==> config.mk <==
export PLATFORM = sky130hd
export DESIGN_NAME = multicycle_ctrl
export DESIGN_NICKNAME = d
export VERILOG_FILES = /design/src/rtl/multicycle_pkg.sv /design/src/rtl/multicycle_ctrl_decode.sv /design/src/rtl/multicycle_ctrl.sv
export SDC_FILE = /design/constraint.sdc
export NUM_CORES = 1
export LEC_CHECK = 0
export ABC_AREA = 0
export BUFFER_PORTS_ARGS = -buffer_cell sky130_fd_sc_hd__buf_2
export CAP_MARGIN = 20
export CORE_MARGIN = 1.5
export CORE_UTILIZATION = 37
export DETAILED_ROUTE_END_ITERATION = 10
export PLACE_DENSITY_LB_ADDON = 0.2
export SYNTH_ARGS = -nofsm -noshare
export SYNTH_HDL_FRONTEND = slang
export SYNTH_SLANG_ARGS = --single-unit
==> constraint.sdc <==
create_clock -name clk -period 4.7 [get_ports clk]
set_input_delay 0.235 -clock clk [delete_from_list [all_inputs] [get_ports clk]]
set_output_delay 0.235 -clock clk [all_outputs]
set_load 0.01 [all_outputs]
==> src/rtl/multicycle_pkg.sv <==
// Shared encodings for the multicycle RV32 control FSM: states, opcodes,
// datapath select codes and the decoded control bundle.
package multicycle_pkg;

    typedef enum logic [2:0] {
        S_IDLE       = 3'd0,
        S_FETCH      = 3'd1,
        S_DECODE     = 3'd2,
        S_EXECUTE    = 3'd3,
        S_WRITE_BACK = 3'd4,
        S_MEM        = 3'd5,
        S_HALT       = 3'd6
    } state_e;

    localparam logic [6:0] OP_LOAD   = 7'b0000011;
    localparam logic [6:0] OP_STORE  = 7'b0100011;
    localparam logic [6:0] OP_RTYPE  = 7'b0110011;
    localparam logic [6:0] OP_ITYPE  = 7'b0010011;
    localparam logic [6:0] OP_BRANCH = 7'b1100011;
    localparam logic [6:0] OP_JAL    = 7'b1101111;
    localparam logic [6:0] OP_JALR   = 7'b1100111;

    localparam logic [1:0] ALU_ADD     = 2'b00;
    localparam logic [1:0] ALU_SUB     = 2'b01;
    localparam logic [1:0] ALU_FUNCT_R = 2'b10;
    localparam logic [1:0] ALU_FUNCT_I = 2'b11;

    localparam logic [1:0] WB_ALU = 2'b00;
    localparam logic [1:0] WB_MEM = 2'b01;
    localparam logic [1:0] WB_PC4 = 2'b10;

    typedef struct packed {
        logic       we_reg;
        logic       we_mem;
        logic       mux4;
        logic [1:0] mux2;
        logic       mux1;
        logic [1:0] aluop;
    } ctrl_bundle_t;

endpackage

==> src/rtl/multicycle_ctrl_decode.sv <==
// Combinational opcode decoder: maps an opcode onto the datapath control
// bundle and flags opcodes outside the supported RV32 subset.
module ctrl_decode
    import multicycle_pkg::*;
#(
    parameter int OPCODE_W = 7
) (
    input  logic [OPCODE_W-1:0] op,
    output ctrl_bundle_t        ctrl,
    output logic                legal
);

    always_comb begin
        ctrl  = '0;
        legal = 1'b1;
        case (op)
            OPCODE_W'(OP_LOAD): begin
                ctrl.we_reg = 1'b1;
                ctrl.mux2   = WB_MEM;
                ctrl.mux1   = 1'b1;
                ctrl.aluop  = ALU_ADD;
            end
            OPCODE_W'(OP_STORE): begin
                ctrl.we_mem = 1'b1;
                ctrl.mux1   = 1'b1;
                ctrl.aluop  = ALU_ADD;
            end
            OPCODE_W'(OP_RTYPE): begin
                ctrl.we_reg = 1'b1;
                ctrl.mux2   = WB_ALU;
                ctrl.aluop  = ALU_FUNCT_R;
            end
            OPCODE_W'(OP_ITYPE): begin
                ctrl.we_reg = 1'b1;
                ctrl.mux2   = WB_ALU;
                ctrl.mux1   = 1'b1;
                ctrl.aluop  = ALU_FUNCT_I;
            end
            OPCODE_W'(OP_BRANCH): begin
                ctrl.aluop = ALU_SUB;
            end
            OPCODE_W'(OP_JAL): begin
                ctrl.we_reg = 1'b1;
                ctrl.mux2   = WB_PC4;
                ctrl.mux4   = 1'b1;
                ctrl.aluop  = ALU_ADD;
            end
            OPCODE_W'(OP_JALR): begin
                ctrl.we_reg = 1'b1;
                ctrl.mux2   = WB_PC4;
                ctrl.mux4   = 1'b1;
                ctrl.mux1   = 1'b1;
                ctrl.aluop  = ALU_ADD;
            end
            default: legal = 1'b0;
        endcase
    end

endmodule

==> src/rtl/multicycle_ctrl.sv <==
// Multicycle RV32 control FSM with memory handshake, configurable write-back
// length and sticky illegal-opcode trap. MULTICYCLE_CTRL_PERF_EN adds counters.
//
// state      | meaning
// IDLE       | waiting for run at an instruction boundary
// FETCH      | instruction read, IR loads on mem_ready
// DECODE     | opcode latched and checked
// EXECUTE    | ALU operation; branches retire here
// WRITE_BACK | register write for WB_CYCLES cycles, PC update on last
// MEM        | data access; stores retire here
// HALT       | illegal opcode trap, left only by reset
module multicycle_ctrl
    import multicycle_pkg::*;
#(
    parameter int OPCODE_W  = 7,
    parameter int STATE_W   = 4,
    parameter int WB_CYCLES = 1,
    parameter int CNT_W     = 32
) (
    input  logic                clk,
    input  logic                reset_n,
    input  logic                run,
    input  logic [OPCODE_W-1:0] opcode,
    input  logic                alu_zero,
    input  logic                mem_ready,
    output logic                mem_req,
    output logic [STATE_W-1:0]  state_reg,
    output logic [1:0]          aluop,
    output logic                mux1,
    output logic [1:0]          mux2,
    output logic                mux4,
    output logic                we_ir,
    output logic                we_reg,
    output logic                we_mem,
    output logic                we_pc,
    output logic                illegal
`ifdef MULTICYCLE_CTRL_PERF_EN
    ,
    output logic [CNT_W-1:0]    instret,
    output logic [CNT_W-1:0]    stall_cnt
`endif
);

    localparam logic [STATE_W-1:0] ST_IDLE       = STATE_W'(S_IDLE);
    localparam logic [STATE_W-1:0] ST_FETCH      = STATE_W'(S_FETCH);
    localparam logic [STATE_W-1:0] ST_DECODE     = STATE_W'(S_DECODE);
    localparam logic [STATE_W-1:0] ST_EXECUTE    = STATE_W'(S_EXECUTE);
    localparam logic [STATE_W-1:0] ST_WRITE_BACK = STATE_W'(S_WRITE_BACK);
    localparam logic [STATE_W-1:0] ST_MEM        = STATE_W'(S_MEM);
    localparam logic [STATE_W-1:0] ST_HALT       = STATE_W'(S_HALT);
    localparam logic [7:0]         WB_LAST       = 8'(WB_CYCLES - 1);

    logic [STATE_W-1:0]  state_q;
    logic [OPCODE_W-1:0] op_q;
    logic [7:0]          wb_cnt;
    logic                illegal_q;

    logic [OPCODE_W-1:0] dec_op;
    ctrl_bundle_t        ctrl;
    logic                legal;
    logic                is_ld;
    logic                is_st;
    logic                is_br;
    logic                wb_last;
    logic [STATE_W-1:0]  boundary_next;

    // In DECODE the fresh opcode is checked; everywhere else the latched one drives the datapath.
    assign dec_op = (state_q == ST_DECODE) ? opcode : op_q;

    ctrl_decode #(.OPCODE_W(OPCODE_W)) u_decode (
        .op    (dec_op),
        .ctrl  (ctrl),
        .legal (legal)
    );

    assign is_ld         = (op_q == OPCODE_W'(OP_LOAD));
    assign is_st         = (op_q == OPCODE_W'(OP_STORE));
    assign is_br         = (op_q == OPCODE_W'(OP_BRANCH));
    assign wb_last       = (wb_cnt == WB_LAST);
    assign boundary_next = run ? ST_FETCH : ST_IDLE;

    always_ff @(posedge clk or negedge reset_n) begin
        if (!reset_n) begin
            state_q   <= ST_IDLE;
            op_q      <= '0;
            wb_cnt    <= '0;
            illegal_q <= 1'b0;
        end else begin
            case (state_q)
                ST_IDLE: begin
                    if (run) state_q <= ST_FETCH;
                end
                ST_FETCH: begin
                    if (mem_ready) state_q <= ST_DECODE;
                end
                ST_DECODE: begin
                    op_q <= opcode;
                    if (legal) begin
                        state_q <= ST_EXECUTE;
                    end else begin
                        state_q   <= ST_HALT;
                        illegal_q <= 1'b1;
                    end
                end
                ST_EXECUTE: begin
                    if (is_br) begin
                        state_q <= boundary_next;
                    end else if (is_ld || is_st) begin
                        state_q <= ST_MEM;
                    end else begin
                        state_q <= ST_WRITE_BACK;
                        wb_cnt  <= '0;
                    end
                end
                ST_MEM: begin
                    if (mem_ready) begin
                        if (is_ld) begin
                            state_q <= ST_WRITE_BACK;
                            wb_cnt  <= '0;
                        end else begin
                            state_q <= boundary_next;
                        end
                    end
                end
                ST_WRITE_BACK: begin
                    if (wb_last) state_q <= boundary_next;
                    else         wb_cnt  <= wb_cnt + 8'd1;
                end
                ST_HALT: state_q <= ST_HALT;
                default: state_q <= ST_IDLE;
            endcase
        end
    end

    always_comb begin
        mem_req = 1'b0;
        aluop   = '0;
        mux1    = 1'b0;
        mux2    = '0;
        mux4    = 1'b0;
        we_ir   = 1'b0;
        we_reg  = 1'b0;
        we_mem  = 1'b0;
        we_pc   = 1'b0;
        case (state_q)
            ST_FETCH: begin
                mem_req = 1'b1;
                we_ir   = mem_ready;
            end
            ST_EXECUTE: begin
                aluop = ctrl.aluop;
                mux1  = ctrl.mux1;
                if (is_br) begin
                    we_pc = 1'b1;
                    mux4  = alu_zero;
                end
            end
            ST_MEM: begin
                mem_req = 1'b1;
                we_mem  = ctrl.we_mem & mem_ready;
                we_pc   = is_st & mem_ready;
            end
            ST_WRITE_BACK: begin
                we_reg = ctrl.we_reg;
                mux2   = ctrl.mux2;
                if (wb_last) begin
                    we_pc = 1'b1;
                    mux4  = ctrl.mux4;
                end
            end
            default: ;
        endcase
    end

    assign state_reg = state_q;
    assign illegal   = illegal_q;

`ifdef MULTICYCLE_CTRL_PERF_EN
    always_ff @(posedge clk or negedge reset_n) begin
        if (!reset_n) begin
            instret   <= '0;
            stall_cnt <= '0;
        end else begin
            if (we_pc)                  instret   <= instret + 1'b1;
            if (mem_req && !mem_ready)  stall_cnt <= stall_cnt + 1'b1;
        end
    end
`endif

endmodule

# [Word level (Yosys, flattened, before mapping)]
# Cells that the tools add are included.
[word_totals] mem_bits_ro=0 word_cells=81 mem_bits_rw=0 latch_bits=0 mem_count=0 ff_bits=20
[op_classes] n_addsub=1 muxes=37 multipliers=0 div_mod_pow=0 n_shift=0 magnitude_cmp=0 eq_ne=24 bitwise=3 reduce_logical=12
[ops] cell="$mux 8" count=5
[ops] cell="$eq 7x7->1 const B" count=4
[ops] cell="$pmux 4 s7" count=1
[ops] cell="$pmux 8 s3" count=1
[ops] cell="$eq 7x6->1 const B" count=3
[ops] cell="$mux 1" count=16
[ops] cell="$mux 4" count=4
[ops] cell="$ne 2x2->1 const B" count=8
[ops] cell="$eq 7x2->1 const B" count=2
[ops] cell="$eq 4x3->1 const B" count=3
[ops] cell="$mux 3" count=3
[ops] cell="$add 8x1->8 const B" count=1
[ops] cell="$eq 4x2->1 const B" count=2
[ops] cell="$logic_not 8->1" count=1
[ops] cell="$eq 7x5->1 const B" count=1
[ops] cell="$mux 7" count=1
[ops] cell="$reduce_or 7->1" count=1
[ops] cell="$pmux 2 s3" count=1
[ops] cell="$reduce_and 6->1" count=1
[ops] cell="$reduce_or 5->1" count=1
[ops] cell="$eq 4x1->1 const B" count=1
[ops] cell="$logic_not 4->1" count=1
[ops] cell="$mux 2" count=2
[ops] cell="$pmux 2 s2" count=1
[ops] cell="other kinds (10)" count=12

# [Longest topological paths before layout]
# Gate-level depths: netlist of run 1.
[logic_depth] ltp_word=7 depth_mapped=7

# [Hierarchy]
# Synthesis of run 1 repeated with hierarchy kept, for this count alone.
[unflattened] cells_unflattened=146 area_unflattened_um2=1383.8
[modules_own_cells] module="multicycle_ctrl" n_inst=1 area_each_um2=1268.7 seq_area_each_um2=475.5 cells_per_inst=126
[modules_own_cells] module="ctrl_decode" n_inst=1 area_each_um2=115.1 seq_area_each_um2=0.0 cells_per_inst=20

# [Least setup slack after synthesis of run 1]
# Ideal clock, no wire load.
[synth_timing] kind="reg-to-output" from="register state_q[0], in the netlist state_reg[0]" to="output mux2[0]" t_arrival_ps=1768 stages_incl_launch_ff=6 path_buffers=1 setup_slack_ps=2697 path_cell_list="dfrtp_1 nor3b_4 buf_4 mux2i_1 inv_2 nor4_1"
[synth_between] elab_chain_len=6 word_cells_on_any_way=9
[synth_rtl] item="start, declared" line_no="multicycle_ctrl.sv:53" text="logic [STATE_W-1:0] state_q;"
[synth_rtl] item="start signal, assigned" line_no="multicycle_ctrl.sv:107" text="state_q <= boundary_next;"
[synth_rtl] item="start signal, assigned" line_no="multicycle_ctrl.sv:121" text="state_q <= boundary_next;"
[synth_rtl] item="start signal, assigned" line_no="multicycle_ctrl.sv:126" text="if (wb_last) state_q <= boundary_next;"
[synth_rtl] item="$eq 4x2->1 (*)" line_no="multicycle_ctrl.sv:68" text="assign dec_op = (state_q == ST_DECODE) ? opcode : op_q;"
[synth_rtl] item="$mux 7 (*)"
[synth_rtl] item="via dec_op[5]" line_no="multicycle_ctrl.sv:58" text="logic [OPCODE_W-1:0] dec_op;"
[synth_rtl] item="$eq 7x7->1" line_no="multicycle_ctrl_decode.sv:16" text="case (op)"
[synth_rtl] item="$reduce_or 2->1 (no source line)"
[synth_rtl] item="$pmux 2 s2 (*)" line_no="multicycle_ctrl_decode.sv:16"
[synth_rtl] item="$mux 2 (*)" line_no="multicycle_ctrl.sv:145" text="case (state_q)"
[synth_rtl] item="end, declared" line_no="multicycle_ctrl.sv:30" text="output logic [1:0] mux2,"
# The timed path passes the listed nets; every way through them passes the cells marked *.

# [Worst setup path after layout of run 1]
[layout_timing] from="register state_q[0], in the netlist state_reg[0]" to="output mux1"
[layout_between] elab_chain_len=6 word_cells_on_any_way=10
[layout_rtl] item="$eq 4x2->1 (*)" line_no="multicycle_ctrl.sv:68"
[layout_rtl] item="$mux 7 (*)"
[layout_rtl] item="via dec_op[6]" line_no="multicycle_ctrl.sv:58"
[layout_rtl] item="$eq 7x6->1, or another cell as far along" line_no="multicycle_ctrl_decode.sv:16"
[layout_rtl] item="$reduce_or 4->1 (no source line) (*)"
[layout_rtl] item="$mux 1 (*)" line_no="multicycle_ctrl_decode.sv:16"
[layout_rtl] item="$mux 1 (*)" line_no="multicycle_ctrl.sv:145"
[layout_rtl] item="end, declared" line_no="multicycle_ctrl.sv:29" text="output logic mux1,"
# Marked as above.

==> results of run 1 <==
stage by stage:
step | hold slack (ns) | power, mW | util | cells | area [um^2]
2_1_floorplan | -0.0606 | 0.671 | - | 151 | 1350
3_3_place_gp | 0.205 | 0.769 | 0.441 | 218 | 1510
3_5_place_dp | 0.209 | 0.782 | 0.441 | 218 | 1510
4_1_cts | 0.166 | 0.871 | 0.451 | 223 | 1540
5_1_grt | 0.168 | 0.945 | 0.451 | 223 | 1540
6_report | 0.170 | 0.870 | 0.451 | 223 | 1540
cell families (layout without fill, tap and decap cells):
logic type,count (synthesis),in the layout,share of synthesized area
AND/OR/NAND/NOR,59,59,0.277
AO/OA/AOI/OAI,45,45,0.216
other,1,1,0.00279
flip-flops,19,19,0.353
adder cells (fa/ha/maj),2,2,0.0186
XOR/XNOR,1,1,0.00651
buffers and inverters,15,41,0.0484
multiplexers,9,9,0.0772
final cells by class:
type,instances,share of cell area
flip-flops and latches,19,0.308
inverters,10,0.0244
well taps,46,0.0373
repair buffers,27,0.0909
multi-input cells,117,0.522
clock buffers,4,0.0170
per-layer routing:
| metal | part of all wire | vias up | global-route usage | routed length, um |
|---|---|---|---|---|
| met5 | 0 | - | 0 | 0 |
| met2 | 0.46 | 54 | 0.278 | 1480 |
| li1 | - | 608 | - | - |
| met4 | 0.0059 | 0 | 0.0571 | 19 |
| met3 | 0.054 | 2 | 0.0250 | 175 |
| met1 | 0.48 | 575 | 0.249 | 1570 |
worst register-to-register path: stages, from the launching register on:
cell      delay (ns)
dfrtp_1         0.65
nand2b_1        0.27
nor2_1          0.51
o21ai_1         0.22
o221ai_1        0.13
a221o_1         0.17
synth_stat cells, drive strengths merged, types with 2 or more instances:
master	n	area [um^2]
nor2b	4	25.0
ha	2	25.0
mux2	5	60.1
nand4	3	18.8
nor3b	2	26.3
a211oi	2	15.0
dfrtp	19	475
nand3	5	25.0
o21a	4	30.0
o21bai	2	15.0
nor4	3	33.8
a21oi	16	87.6
and3	4	25.0
or3	3	18.8
buf	4	23.8
nand2	12	47.6
or2	2	12.5
inv	10	37.5
a21o	2	15.0
or4b	2	23.8
and2	2	12.5
o21ai	9	45.0
mux2i	4	43.8
nor3	3	20.0
nor2	6	22.5
nand2b	5	31.3
power by group:
part           switching (mW)  internal [mW]
Sequential              0.112          0.235
Clock                  0.0530         0.0331
Combinational           0.238          0.199
Total                   0.403          0.467
timing repair:
item,CTS,global route
setup endpoints to repair,0,0
hold buffers,1,0
endpoints found under the hold margin,19,0
how the worst min path moves through the flow:
stage	slack, ns	depth (start not counted)	endpoint	from
global route	0.17	2	op_q[0]	opcode[0]
finish	0.17	2	op_q[0]	opcode[0]
global placement	0.21	1	state_reg[2]	reset_n
CTS	0.17	2	op_q[0]	opcode[0]
detailed placement	0.21	1	state_reg[2]	reset_n
floorplan	-0.06	0	illegal	reset_n
==> impl_metrics.env, run 1 <==
export IMPL_gp_congestion=0.884
export IMPL_htreeDepth=1
export IMPL_power_density_nw_per_um2=564
export IMPL_die_area_um2=4010
export IMPL_drive_above_1_share=0.271
export IMPL_p_leak_nw=0.674
export IMPL_async_reset_ff_frac=1.00
export IMPL_layout_commonest_cell="buf_2"
export IMPL_r2r_slack_ns=2.70
export IMPL_dr_pass1_iters=5
export IMPL_finClkSkew_ns=0.00541
export IMPL_grt_overflow=0
export IMPL_ant_nets=0
export IMPL_die_w_um=63.3
export IMPL_avgSynthCellArea_um2=8.91
export IMPL_critPathArrivalTime_ns=2.67
export IMPL_drt_initial_drc_count=67
export IMPL_cts_num_sinks=19
export IMPL_io_buffers=26
export IMPL_synth_edff_count=0
export IMPL_critPathMaxFanout=17
export IMPL_clock_root_buffer="clkbuf_4"
export IMPL_synth_cell_types=54
export IMPL_fin_crit_sh=0.619
export IMPL_slowest_stage="nor3b_4"
export IMPL_grt_max_degree=20
export IMPL_dp_hpwl_um=2450
export IMPL_seqCellArea_um2=475
export IMPL_wirelength_um=3250
export IMPL_rsz0062_at_grt="no"
export IMPL_areaGrowthSynthToFinish_pct=14.6
export IMPL_worstPathCellList="nor3b_4 > mux2i_2 > inv_2 > a21o_1 > o21bai_1 > a21oi_2 > buf_2"
export IMPL_top_level_ports=28
export IMPL_syn_inst=151
export IMPL_crit_family="simple AND/OR/NAND/NOR gates"
export IMPL_final_nets=192
export IMPL_grt_pass1_vias=1175
export IMPL_ctsLongestPathBuffers=2
export IMPL_slew_headroom=0.586
export IMPL_via_per_inst=5.56
export IMPL_worst_pin_slew_ns=0.620
export IMPL_fmax_mhz=344
export IMPL_worst_setup_path_end_kind="primary output"
export IMPL_r2r_end="state_reg[2]"
export IMPL_max_cap_violations=0
export IMPL_cts_setup_buffers=0
export IMPL_vias=1239
export IMPL_critPathCapture="mux1"
export IMPL_die_h_um=63.3
export IMPL_initial_core_util=0.394
export IMPL_fin_crit_ns=2.91
export IMPL_ys_ff_latch=19
export IMPL_design_core_area_um2=3420
export IMPL_n_antenna_cell=0
export IMPL_grt_pass1_wl_um=5580
export IMPL_critPathBufInv=2
export IMPL_drc=0
export IMPL_multiInputGateArea_um2=805
export IMPL_ir_drop_uv=206
export IMPL_worstReg2RegStart="state_reg[2]"
export IMPL_status="complete, no violations"
export IMPL_ys_warn_count=0
export IMPL_final_max_slew_violation_count=0
export IMPL_seq_area_frac_synth=0.353
export IMPL_cp_start_kind="register"
export IMPL_cp_num_cells=7
export IMPL_setup_violations=0
export IMPL_min_path_type="primary input to register"
export IMPL_finalHoldViolCount=0
export IMPL_std_cell_rows=21
export IMPL_required_ns=4.47
export IMPL_num_fill_cells=359
export IMPL_wl_per_cell_um=14.6
export IMPL_clk_pin_slew_worst_paths_ns=0.11
export IMPL_syn_num_nets=165
export IMPL_antenna_found_initial=0
export IMPL_ctsResizeCount=0
export IMPL_cts_tree="built"
export IMPL_startpoint="state_reg[0]"
export IMPL_final_cell_mix="buf_2, dfrtp_1, a21oi_1"
export IMPL_ys_flop_type="dfrtp_1"
export IMPL_timing_setup_tns_ns=0
export IMPL_slowest_delay_ns=0.64
export IMPL_largest_reg_flops=8
export IMPL_worst_slack_ns=1.79
export IMPL_crit_type="register to primary output"
export IMPL_grtUsageTotal=0.176
export IMPL_cts_buffers=3
export IMPL_post_place_ws_ns=2.16
export IMPL_clk_latency_ns=0.30
export IMPL_worstRegToRegCells=5
export IMPL_syn_area_um2=1350
No activity file was read; power rests on OpenSTA's default activity.
==> run 2, diff against run 1 <==
clock period = 2.4 ns   (was 4.7 ns; I/O delays follow)
==> run 2 against run 1 <==
Via count is 4.7% higher. Cell count rose by 4.0%. Sequential share of layout area fell by 1.7 points. Critical endpoint is now mux2[1].
==> impl_metrics.env, run 2 (synthesized netlist as in run 1, its figures left out) <==
export IMPL_status="complete, no violations"
export IMPL_worst_slack_ns=0.109
export IMPL_layoutNonFillerInstCount=232
export IMPL_die_h_um=63.3
export IMPL_rsz0062_at_grt="yes"
export IMPL_htreeDepth=1
export IMPL_cts_buffers=3
export IMPL_die_area_um2=4010
export IMPL_max_cap_violations=0
export IMPL_crit_type="register to primary output"
export IMPL_grtUsageTotal=0.177
export IMPL_clk_pin_slew_worst_paths_ns=0.12
export IMPL_grt_max_degree=20
export IMPL_timing_setup_tns_ns=0
export IMPL_std_cell_rows=21
export IMPL_fin_crit_ns=2.29
export IMPL_vias=1297
export IMPL_top_level_ports=28
export IMPL_cts_num_sinks=19
export IMPL_drc=0
export IMPL_critPathMaxFanout=4
export IMPL_clock_root_buffer="clkbuf_4"
export IMPL_setup_violations=0
export IMPL_post_place_ws_ns=0.290
export IMPL_drive_above_1_share=0.323
export IMPL_hold_ws_ns=0.0482
export IMPL_wl_per_cell_um=14.5
export IMPL_critPathArrivalTime_ns=2.17
export IMPL_antenna_found_initial=0
export IMPL_finClkSkew_ns=0.00677
export IMPL_cts_tree="built"
export IMPL_num_fill_cells=350
export IMPL_post_dp_cell_area_um2=1540
export IMPL_areaGrowthSynthToFinish_pct=21.5
export IMPL_largest_reg_flops=8
export IMPL_final_nets=201
export IMPL_utilization=0.478
export IMPL_slew_headroom=0.659
export IMPL_n_antenna_cell=0
export IMPL_io_buffers=26
export IMPL_finalHoldViolCount=0
export IMPL_final_cell_mix="buf_2, dfrtp_1, a21oi_1"
export IMPL_worst_pin_slew_ns=0.509
export IMPL_wirelength_um=3360
export IMPL_fin_crit_sh=0.954
export IMPL_ctsLongestPathBuffers=2
export IMPL_die_w_um=63.3
export IMPL_ant_nets=0
export IMPL_min_path_type="primary input to register"
export IMPL_grt_pass1_vias=1168
export IMPL_drt_initial_drc_count=85
export IMPL_grt_overflow=0
export IMPL_cp_start_kind="register"
export IMPL_design_area_um2=1630
export IMPL_final_max_slew_violation_count=0
export IMPL_power_density_nw_per_um2=1110
export IMPL_ir_drop_uv=434
export IMPL_p_leak_nw=0.723
export IMPL_design_core_area_um2=3420
export IMPL_dp_cells=222
export IMPL_fmax_mhz=437
export IMPL_gp_congestion=0.931
export IMPL_layout_commonest_cell="buf_2"
export IMPL_dp_hpwl_um=2460
export IMPL_worst_setup_path_end_kind="primary output"
export IMPL_grt_pass1_wl_um=5600
export IMPL_via_per_inst=5.59
export IMPL_required_ns=2.28
export IMPL_initial_core_util=0.394
export IMPL_dr_pass1_iters=4
export IMPL_p_total_mw=1.82
export IMPL_clk_latency_ns=0.30
==> run 2: path summary, 6_finish.rpt <==
kind / start / endpoint / slack, ns / cells past startpoint
min in group asynchronous: reset_n / state_reg[2] / 0.28 / 2
hold / removal: opcode[1] / op_q[1] / 0.05 / 2
hold reg to reg: illegal / illegal / 0.48 / 1
setup reg to reg: wb_cnt[0] / state_reg[2] / 0.37 / 6
setup / recovery: state_reg[1] / mux2[1] / 0.11 / 7
max in group asynchronous: reset_n / state_reg[1] / 1.79 / 2
==> run 2: cell type report <==
type	instances	area (um^2)	share of cell area
Inverter	10	37.5	0.0230
Sequential cell	19	477	0.292
Multi-Input combinational cell	117	828	0.507
Timing Repair Buffer	36	208	0.127
Tap cell	46	57.6	0.0352
Clock buffer	4	26.3	0.0161
==> run 2: power breakdown <==
| group | switching, mW | internal (mW) | leakage (nW) |
|---|---|---|---|
| clock | 0.107 | 0.0648 | 0.0150 |
| sequential | 0.160 | 0.462 | 0.236 |
| combinational | 0.555 | 0.473 | 0.472 |
| total | 0.822 | 1.00 | 0.723 |
==> run 2: worst max-delay path: stages (launching register included) <==
cell and delay [ns]:
dfrtp_2 0.44, nor3b_4 0.18, buf_4 0.15, or4b_4 0.54, a21oi_4 0.19, buf_4 0.13
and2_1 0.11, buf_2 0.12
==> run 2: repair_timing <==
item,CTS,global route
endpoints found under the hold margin,19,0
pin swaps,0,2
endpoints found under the setup margin,3,4
hold buffers,1,0
gates resized for setup,3,2
setup buffers,2,3
==> run 2: layer usage <==
metal,vias to the layer above,global-route usage,share of wire
met3,2,0.0304,0.058
met2,48,0.281,0.45
met5,-,0,0
met1,617,0.247,0.48
met4,0,0.0571,0.0066
li1,630,-,-
==> run 3, diff against run 2 <==
PLACE_DENSITY_LB_ADDON = 0.05   (was 0.2)
==> run 3 against run 2 <==
Clock power hardly changed. Fmax fell by 0.60%. Die area is the same. Sequential share of layout area is essentially flat. Sequential cell count unchanged. Hold slack improved by 0.013 ns. Clock skew shrank 0.0053 ns. Register-to-register slack gained 0.02 ns. Clock-buffer cell count fell by 1. Critical path depth is the same.
==> impl_metrics.env, run 3 (synthesized netlist as in run 1, its figures left out) <==
export IMPL_dr_pass1_iters=4
export IMPL_p_total_mw=1.84
export IMPL_worstReg2RegStart="wb_cnt[0]"
export IMPL_top_level_ports=28
export IMPL_finClkSkew_ns=0.00149
export IMPL_layout_commonest_cell="buf_2"
export IMPL_via_per_inst=5.58
export IMPL_crit_type="register to primary output"
export IMPL_grt_pass1_vias=1227
export IMPL_gp_congestion=0.785
export IMPL_final_nets=200
export IMPL_ctsLongestPathBuffers=2
export IMPL_r2r_end="wb_cnt[2]"
export IMPL_grt_max_degree=20
export IMPL_worst_pin_slew_ns=0.497
export IMPL_min_path_type="primary input to register"
export IMPL_slew_headroom=0.667
export IMPL_final_cell_mix="buf_2, dfrtp_1, a21oi_1"
export IMPL_final_max_slew_violation_count=0
export IMPL_hp_start="opcode[0]"
export IMPL_ir_drop_uv=536
export IMPL_min_to="op_q[0]"
export IMPL_std_cell_rows=21
export IMPL_cp_start_kind="register"
export IMPL_fmax_mhz=434
export IMPL_dp_hpwl_um=2760
export IMPL_initial_core_util=0.394
export IMPL_finalHoldViolCount=0
export IMPL_max_cap_violations=0
export IMPL_drc=0
export IMPL_wl_per_cell_um=15.9
export IMPL_io_buffers=26
export IMPL_wirelength_um=3670
export IMPL_setup_violations=0
export IMPL_ant_nets=0
export IMPL_largest_reg_flops=8
export IMPL_worstRegToRegCells=7
export IMPL_clk_latency_ns=0.31
export IMPL_worst_setup_path_end_kind="primary output"
export IMPL_n_antenna_cell=0
export IMPL_clock_root_buffer="clkbuf_4"
export IMPL_status="complete, no violations"
export IMPL_htreeDepth=1
export IMPL_die_h_um=63.3
export IMPL_drt_initial_drc_count=61
export IMPL_drive_above_1_share=0.314
export IMPL_antenna_found_initial=0
export IMPL_vias=1290
export IMPL_power_density_nw_per_um2=1130
export IMPL_critPathArrivalTime_ns=2.18
export IMPL_whs_path_depth=2
export IMPL_grtUsageTotal=0.186
export IMPL_p_leak_nw=0.716
export IMPL_die_w_um=63.3
export IMPL_cts_buffers=3
export IMPL_design_core_area_um2=3420
export IMPL_post_place_ws_ns=0.345
export IMPL_fin_crit_ns=2.30
export IMPL_die_area_um2=4010
export IMPL_critPathMaxFanout=5
export IMPL_required_ns=2.28
export IMPL_fin_crit_sh=0.960
export IMPL_grt_pass1_wl_um=5870
export IMPL_areaGrowthSynthToFinish_pct=21.1
export IMPL_utilization=0.477
export IMPL_worst_slack_ns=0.0956
export IMPL_cts_tree="built"
export IMPL_r2r_slack_ns=0.39
export IMPL_cts_num_sinks=19
export IMPL_clk_pin_slew_worst_paths_ns=0.12
export IMPL_grt_overflow=0
## run 3: changes by cell type in the layout (fill, tap and decap cells not counted), sizes merged
| cell | change |
|---|---|
| buf | -1 |
| clkbuf | -1 |
| clkinvlp | +1 |
## run 3: worst max-delay path by stage
stage | to | start | slack, ns | depth (start not counted)
after detailed placement | mux1 | state_reg[0] | 0.35 | 7
after floorplan | mux2[0] | state_reg[0] | 0.51 | 5
after global placement | mux1 | state_reg[0] | 0.42 | 7
after CTS | mux1 | state_reg[1] | 0.05 | 7
after global routing | aluop[0] | state_reg[0] | -0.03 | 6
final | mux1 | state_reg[1] | 0.1 | 7
## run 3: stage by stage
step / TNS (ns) / hold slack, ns / instance area [um^2] / std cells
after floorplan: 0 / -0.176 / 1350 / 151
after global placement: 0 / 0.0915 / 1540 / 223
after detailed placement: 0 / 0.0825 / 1540 / 223
after CTS: 0 / 0.0607 / 1600 / 230
after global routing: -0.0344 / 0.0547 / 1630 / 231
final: 0 / 0.0613 / 1630 / 231
## run 3: layout make-up
cell class | instances | area (um^2)
inverter | 10 | 37.5
sequential | 19 | 475
clock buffer | 3 | 22.5
tap | 46 | 57.6
fill | 349 | 1790
clock inverter | 1 | 7.51
timing repair buffer | 35 | 200
multi-input combinational | 117 | 828
## run 3: report_power, final
| part | internal, mW | switching, mW |
|---|---|---|
| clock | 0.0636 | 0.109 |
| sequential | 0.461 | 0.154 |
| combinational | 0.466 | 0.589 |
| total | 0.990 | 0.852 |
## run 3: critical path, cell delays in order, from the launching register on
cell and delay [ns]:
dfrtp_1 0.42, nor3b_4 0.19, buf_4 0.14, or4b_1 0.57, a21oi_4 0.22, nand2b_1 0.09
a21oi_2 0.11, buf_2 0.13
## run 3: layer usage
| metal | routed length, um | vias to the layer above | global-route usage | share of wire |
|---|---|---|---|---|
| li1 | - | 619 | - | - |
| met1 | 1660 | 626 | 0.245 | 0.45 |
| met2 | 1810 | 40 | 0.313 | 0.49 |
| met3 | 162 | 5 | 0.0232 | 0.044 |
| met4 | 38 | 0 | 0.0707 | 0.010 |
| met5 | 0 | - | 0 | 0 |
## run 3: what timing repair did
| item | 4_1_cts | 5_1_grt |
|---|---|---|
| gates resized for setup | 0 | 3 |
| cloned | 0 | 0 |
| pin swaps | 1 | 1 |
| hold endpoints to repair | 19 | 0 |
| setup buffers | 2 | 1 |
| hold buffers | 1 | 0 |
| setup endpoints to repair | 1 | 1 |
